`src/rtl/mips_multicycle_ctrl.sv`:
```
// Multicycle MIPS control FSM: sequences fetch, decode, execute, memory access
// and writeback, stalling on mem_ready in the memory-facing states.
//
//   state        | meaning
//   -------------+---------------------------------------------------------
//   FETCH    (0) | read instruction at PC, load IR and PC+4 when mem_ready
//   DECODE   (1) | dispatch on opcode, precompute branch target
//   MEMADR   (2) | compute load/store address
//   MEMRD    (3) | data read at ALUOut, wait for mem_ready
//   MEMWB    (4) | write MDR to rt
//   MEMWR    (5) | data write at ALUOut, wait for mem_ready
//   EXEC     (6) | R-type ALU operation
//   ALUWB    (7) | write ALUOut to rd
//   BRANCH   (8) | compare operands, take branch when zero
//   ADDIEXEC (9) | reg A + sign-extended immediate
//   ADDIWB  (10) | write ALUOut to rt
//   JUMP    (11) | load PC with jump target
module mips_multicycle_ctrl (
    input  logic       clk,
    input  logic       reset,
    input  logic [5:0] opcode,
    input  logic       zero,
    input  logic       mem_ready,
    output logic [3:0] state,
    output logic       mem_read,
    output logic       mem_write,
    output logic       iord,
    output logic       ir_write,
    output logic       pc_en,
    output logic [1:0] pc_src,
    output logic       reg_write,
    output logic       reg_dst,
    output logic       mem_to_reg,
    output logic       alu_src_a,
    output logic [1:0] alu_src_b,
    output logic [1:0] alu_op,
    output logic       illegal,
    output logic       instr_done
);

    typedef enum logic [3:0] {
        S_FETCH    = 4'd0,
        S_DECODE   = 4'd1,
        S_MEMADR   = 4'd2,
        S_MEMRD    = 4'd3,
        S_MEMWB    = 4'd4,
        S_MEMWR    = 4'd5,
        S_EXEC     = 4'd6,
        S_ALUWB    = 4'd7,
        S_BRANCH   = 4'd8,
        S_ADDIEXEC = 4'd9,
        S_ADDIWB   = 4'd10,
        S_JUMP     = 4'd11
    } state_t;

    localparam logic [5:0] OP_R    = 6'b000000;
    localparam logic [5:0] OP_LW   = 6'b100011;
    localparam logic [5:0] OP_SW   = 6'b101011;
    localparam logic [5:0] OP_BEQ  = 6'b000100;
    localparam logic [5:0] OP_ADDI = 6'b001000;
    localparam logic [5:0] OP_J    = 6'b000010;

    state_t cur, nxt;

    always_ff @(posedge clk or posedge reset) begin
        if (reset) cur <= S_FETCH;
        else       cur <= nxt;
    end

    assign state = cur;

    always_comb begin
        nxt        = S_FETCH;
        mem_read   = 1'b0;
        mem_write  = 1'b0;
        iord       = 1'b0;
        ir_write   = 1'b0;
        pc_en      = 1'b0;
        pc_src     = 2'b00;
        reg_write  = 1'b0;
        reg_dst    = 1'b0;
        mem_to_reg = 1'b0;
        alu_src_a  = 1'b0;
        alu_src_b  = 2'b00;
        alu_op     = 2'b00;
        illegal    = 1'b0;
        instr_done = 1'b0;
        // Reset silences every strobe, even FETCH's read of the PC.
        if (!reset) begin
            case (cur)
                S_FETCH: begin
                    mem_read  = 1'b1;
                    alu_src_b = 2'b01;
                    ir_write  = mem_ready;
                    pc_en     = mem_ready;
                    nxt       = mem_ready ? S_DECODE : S_FETCH;
                end
                S_DECODE: begin
                    alu_src_b = 2'b11;
                    case (opcode)
                        OP_R:         nxt = S_EXEC;
                        OP_LW, OP_SW: nxt = S_MEMADR;
                        OP_BEQ:       nxt = S_BRANCH;
                        OP_ADDI:      nxt = S_ADDIEXEC;
                        OP_J:         nxt = S_JUMP;
                        default: begin
                            nxt        = S_FETCH;
                            illegal    = 1'b1;
                            instr_done = 1'b1;
                        end
                    endcase
                end
                S_MEMADR: begin
                    alu_src_a = 1'b1;
                    alu_src_b = 2'b10;
                    // Anything but lw finishes through the store path so
                    // the instruction still retires with one instr_done.
                    nxt       = (opcode == OP_LW) ? S_MEMRD : S_MEMWR;
                end
                S_MEMRD: begin
                    mem_read = 1'b1;
                    iord     = 1'b1;
                    nxt      = mem_ready ? S_MEMWB : S_MEMRD;
                end
                S_MEMWB: begin
                    reg_write  = 1'b1;
                    mem_to_reg = 1'b1;
                    instr_done = 1'b1;
                end
                S_MEMWR: begin
                    mem_write  = 1'b1;
                    iord       = 1'b1;
                    instr_done = mem_ready;
                    nxt        = mem_ready ? S_FETCH : S_MEMWR;
                end
                S_EXEC: begin
                    alu_src_a = 1'b1;
                    alu_op    = 2'b10;
                    nxt       = S_ALUWB;
                end
                S_ALUWB: begin
                    reg_write  = 1'b1;
                    reg_dst    = 1'b1;
                    instr_done = 1'b1;
                end
                S_BRANCH: begin
                    alu_src_a  = 1'b1;
                    alu_op     = 2'b01;
                    pc_src     = 2'b01;
                    pc_en      = zero;
                    instr_done = 1'b1;
                end
                S_ADDIEXEC: begin
                    alu_src_a = 1'b1;
                    alu_src_b = 2'b10;
                    nxt       = S_ADDIWB;
                end
                S_ADDIWB: begin
                    reg_write  = 1'b1;
                    instr_done = 1'b1;
                end
                S_JUMP: begin
                    pc_src     = 2'b10;
                    pc_en      = 1'b1;
                    instr_done = 1'b1;
                end
                default: nxt = S_FETCH;
            endcase
        end
    end

endmodule

```
`config.mk`:
```
export PLATFORM = sky130hd
export DESIGN_NAME = mips_multicycle_ctrl
export DESIGN_NICKNAME = d
export VERILOG_FILES = /design/src/rtl/mips_multicycle_ctrl.sv
export SDC_FILE = /design/constraint.sdc
export NUM_CORES = 1
export LEC_CHECK = 0
export CORE_MARGIN = 4
export CORE_UTILIZATION = 40
export DETAILED_ROUTE_END_ITERATION = 8
export HOLD_SLACK_MARGIN = 0.06
export PLACE_DENSITY = 0.86
export SLEW_MARGIN = 20
export SYNTH_ARGS = -nofsm -noshare
export SYNTH_HDL_FRONTEND = slang
export SYNTH_SLANG_ARGS = --single-unit
```
`constraint.sdc`:
```
create_clock -name clk -period 3.9 [get_ports clk]
set_input_delay 0.975 -clock clk [delete_from_list [all_inputs] [get_ports clk]]
set_output_delay 0.975 -clock clk [all_outputs]
set_load 0.05 [all_outputs]
```
==> insert_results.sql <==
INSERT INTO impl_metrics (metric_group, metric, value, unit) VALUES
('status', 'status', 'completed', ''),
('setup_path', 'setup.worst_path.class', 'input pin to output port', ''),
('cells_and_area', 'syn2layout_area_growth', '53.9', '%'),
('yosys', 'synth_cell_type_count', '38', ''),
('timing', 'final_worst_clock_skew', '0.00636', 'ns'),
('setup_path', 'cp-start-kind', 'input pin', ''),
('setup_path', 'rr_endpoint', 'state[2]$_DFF_PP0_', ''),
('setup_path', 'reg2reg_depth', '4', ''),
('timing', 'min_period_over_period', '96.2', '%'),
('cts', 'cts_setup_buffers', '0', ''),
('yosys', 'post-synth-top-area-cell', 'sky130_fd_sc_hd__dfrtp_1', ''),
('setup_path', 'worstPathCellList', 'clkdlybuf4s50_1, or4_4, a211oi_2, nor4b_4, o21bai_1, buf_12', ''),
('pwr', 'irDropWorstVdd', '0.148', 'mV'),
('pwr', 'seqPwrFrac', '25.9', '%'),
('setup_path', 'cp_max_fo', '5', ''),
('timing', 'unrepaired_setup_endpoints_after_global_routing', 'false', ''),
('die', 'initial_core_util', '42.7', '%'),
('timing', 'finalWorstPathRequiredPeriod', '3.75', 'ns'),
('timing', 'max_slew_margin', '60.3', '%'),
('timing', 'setup-violations-final', '0', ''),
('placed_design', 'port_buffers', '30', ''),
('yosys', 'synth_area', '643', 'sq um'),
('yosys', 'post_synth.cell_area_avg', '6.99', 'sq um'),
('setup_path', 'critical-path-top-delay-family', 'simple AND/OR/NAND/NOR gates', ''),
('yosys', 'post_synth_main_area_contributors', 'sky130_fd_sc_hd__dfrtp_1 (16%), sky130_fd_sc_hd__a21oi_1 (7.0%), sky130_fd_sc_hd__nor2_1 (5.3%)', ''),
('timing', 'totalNegativeSetupSlack', '0', 'ns'),
('worst_hold_path', 'hold_class', 'flop to flop', ''),
('detailed_routing', 'drtIter0Drc', '12', ''),
('pwr', 'power-per-cell-area', '180', 'nW/um^2'),
('setup_path', 'r2r_setup_slack', '2.21', 'ns'),
('yosys', 'yosys_top_cell_area_share', '15.6', '%'),
('timing', 'worst-slew-pin-transition', '0.596', 'ns'),
('pwr', 'share_comb_of_total_power', '44.8', '%'),
('cells_and_area', 'finalNonFillerCells', '135', ''),
('timing', 'timing.final.hold_violations', '0', ''),
('cts', 'cts.sink_count', '4', ''),
('timing', 'fmax', '267', 'MHz'),
('placed_design', 'place_hpwl', '1440', 'um'),
('yosys', 'post_synthesis_instance_total', '92', ''),
('yosys', 'synth_edf_count', '0', ''),
('pwr', 'power.switching_fraction', '36.5', '%'),
('setup_path', 'critPathCaptureType', 'output port', ''),
('grt', 'global_route_wire_length_before_repair', '3150', 'um'),
('cells_and_area', 'num-fill-cells', '141', ''),
('cts', 'htree_levels', '1', ''),
('detailed_routing', 'drt-total-wl', '1870', 'um'),
('timing', 'total_count_of_max_transition_violations_in_the_final_report', '0', ''),
('setup_path', 'cp.required', '2.92', 'ns'),
('setup_path', 'crit-reg2reg-launch', 'state[0]$_DFF_PP0_', ''),
('yosys', 'synth.top_cells.by_count', 'sky130_fd_sc_hd__a21oi_1 (9), sky130_fd_sc_hd__nor2_1 (9), sky130_fd_sc_hd__nand2_1 (5), sky130_fd_sc_hd__nor3_1 (5), sky130_fd_sc_hd__nor4_1 (5)', ''),
('cells_and_area', 'finish.instance_area', '990', 'sq um'),
('detailed_routing', 'wire_per_inst', '13.9', 'um'),
('grt', 'first_global_vias', '722', ''),
('detailed_routing', 'detail_route.vias_per_cell', '5.78', ''),
('die', 'placement_rows', '14', ''),
('cells_and_area', 'proportion_of_layout_cells_with_a_drive_suffix_above_1', '21.0', '%'),
('pwr', 'power_share_of_the_clock_group', '29.3', '%'),
('grt', 'grt_max_degree', '23', ''),
('worst_hold_path', 'min_delay_path_depth', '3', ''),
('detailed_routing', 'first_pass_iters', '4', ''),
('yosys', 'main_flop_type_after_synthesis', 'sky130_fd_sc_hd__dfrtp_1', ''),
('yosys', 'ys_ff_latch', '4', ''),
('cts', 'cts_hold_repair.buffers', '0', ''),
('timing', 'worst_slack', '0.148', 'ns'),
('grt', 'global_route.overflow_total', '0', ''),
('cells_and_area', 'finish.utilization', '65.7', '%'),
('grt', 'grt_usage', '19.1', '%'),
('yosys', 'synth-seq-area-share', '15.6', '%'),
('placed_design', 'place_congestion', '0.877', ''),
('die', 'area_of_the_die', '2310', 'sq um'),
('worst_hold_path', 'hold_path_startpoint', 'state[1]$_DFF_PP0_', '');
cells by family after synthesis:
kind of cell | after synthesis | synth area share (%)
AND/OR/NAND/NOR | 44 | 39.5
AO/OA/AOI/OAI | 28 | 30.2
buffers and inverters | 12 | 8.95
flip-flops | 4 | 15.6
XOR/XNOR | 2 | 2.72
multiplexers | 2 | 3.11
power groups by stage:
stage	clock, mW	sequential [mW]	combinational, mW
2_1_floorplan	0	0.0471	0.0441
3_3_place_gp	0	0.0465	0.0784
3_5_place_dp	0	0.0468	0.0798
4_1_cts	0.0550	0.0461	0.0800
5_1_grt	0.0599	0.0468	0.0852
6_report	0.0521	0.0461	0.0798
worst reg2reg max path, delay by kind of cell (launching register included):
kind / cells / cell delay, ns
AO/OA/AOI/OAI: 3 / 0.47
flip-flops: 1 / 0.53
AND/OR/NAND/NOR: 1 / 0.58
per-layer routing:
| metal | up-vias | wire, um | GRT usage (%) |
|---|---|---|---|
| met3 | 0 | 178 | 6.27 |
| met1 | 348 | 802 | 22.3 |
| met5 | - | 0 | 0 |
| met4 | 0 | 0 | 5.38 |
| li1 | 395 | - | - |
| met2 | 37 | 893 | 33.0 |
layout make-up:
class	count	area share [%]
clock buffers	3	2.28
inverters	4	1.52
multi-input cells	76	49.9
flip-flops and latches	4	10.1
well taps	16	2.02
repair buffers	32	34.1
worst max-delay path by stage:
stage | from | end | slack, ns
5_1_grt | opcode[3] | instr_done | 0.03
6_report | opcode[1] | instr_done | 0.15
3_5_place_dp | opcode[1] | instr_done | 0.15
2_1_floorplan | state[2]$_DFF_PP0_ | alu_op[1] | 0.19
4_1_cts | opcode[1] | instr_done | 0.15
3_3_place_gp | opcode[1] | instr_done | 0.18
cells in the final DEF, fill, tap and decap left out, types with 2 or more instances in the layout:
| master | netlist | routed |
|---|---|---|
| sky130_fd_sc_hd__a21oi_1 | 9 | 9 |
| sky130_fd_sc_hd__a2bb2oi_1 | 2 | 2 |
| sky130_fd_sc_hd__buf_12 | 0 | 5 |
| sky130_fd_sc_hd__buf_4 | 0 | 13 |
| sky130_fd_sc_hd__clkbuf_4 | 0 | 3 |
| sky130_fd_sc_hd__clkdlybuf4s50_1 | 0 | 14 |
| sky130_fd_sc_hd__dfrtp_1 | 4 | 4 |
| sky130_fd_sc_hd__inv_1 | 4 | 4 |
| sky130_fd_sc_hd__mux2i_1 | 2 | 2 |
| sky130_fd_sc_hd__nand2_1 | 5 | 5 |
| sky130_fd_sc_hd__nand2b_1 | 3 | 3 |
| sky130_fd_sc_hd__nor2_1 | 9 | 9 |
| sky130_fd_sc_hd__nor2b_1 | 4 | 4 |
| sky130_fd_sc_hd__nor3_1 | 5 | 5 |
| sky130_fd_sc_hd__nor3b_1 | 2 | 2 |
| sky130_fd_sc_hd__nor4_1 | 5 | 5 |
| sky130_fd_sc_hd__o21a_1 | 4 | 4 |
| sky130_fd_sc_hd__o21ai_0 | 4 | 4 |
| sky130_fd_sc_hd__or3_1 | 3 | 3 |
metrics by stage:
stage	power (mW)	hold WS (ns)
finish	0.178	0.940
global route	0.192	0.988
CTS	0.181	0.938
detailed placement	0.127	0.929
global placement	0.125	0.920
floorplan	0.0912	0.749
(Power assumes the default switching activity.)
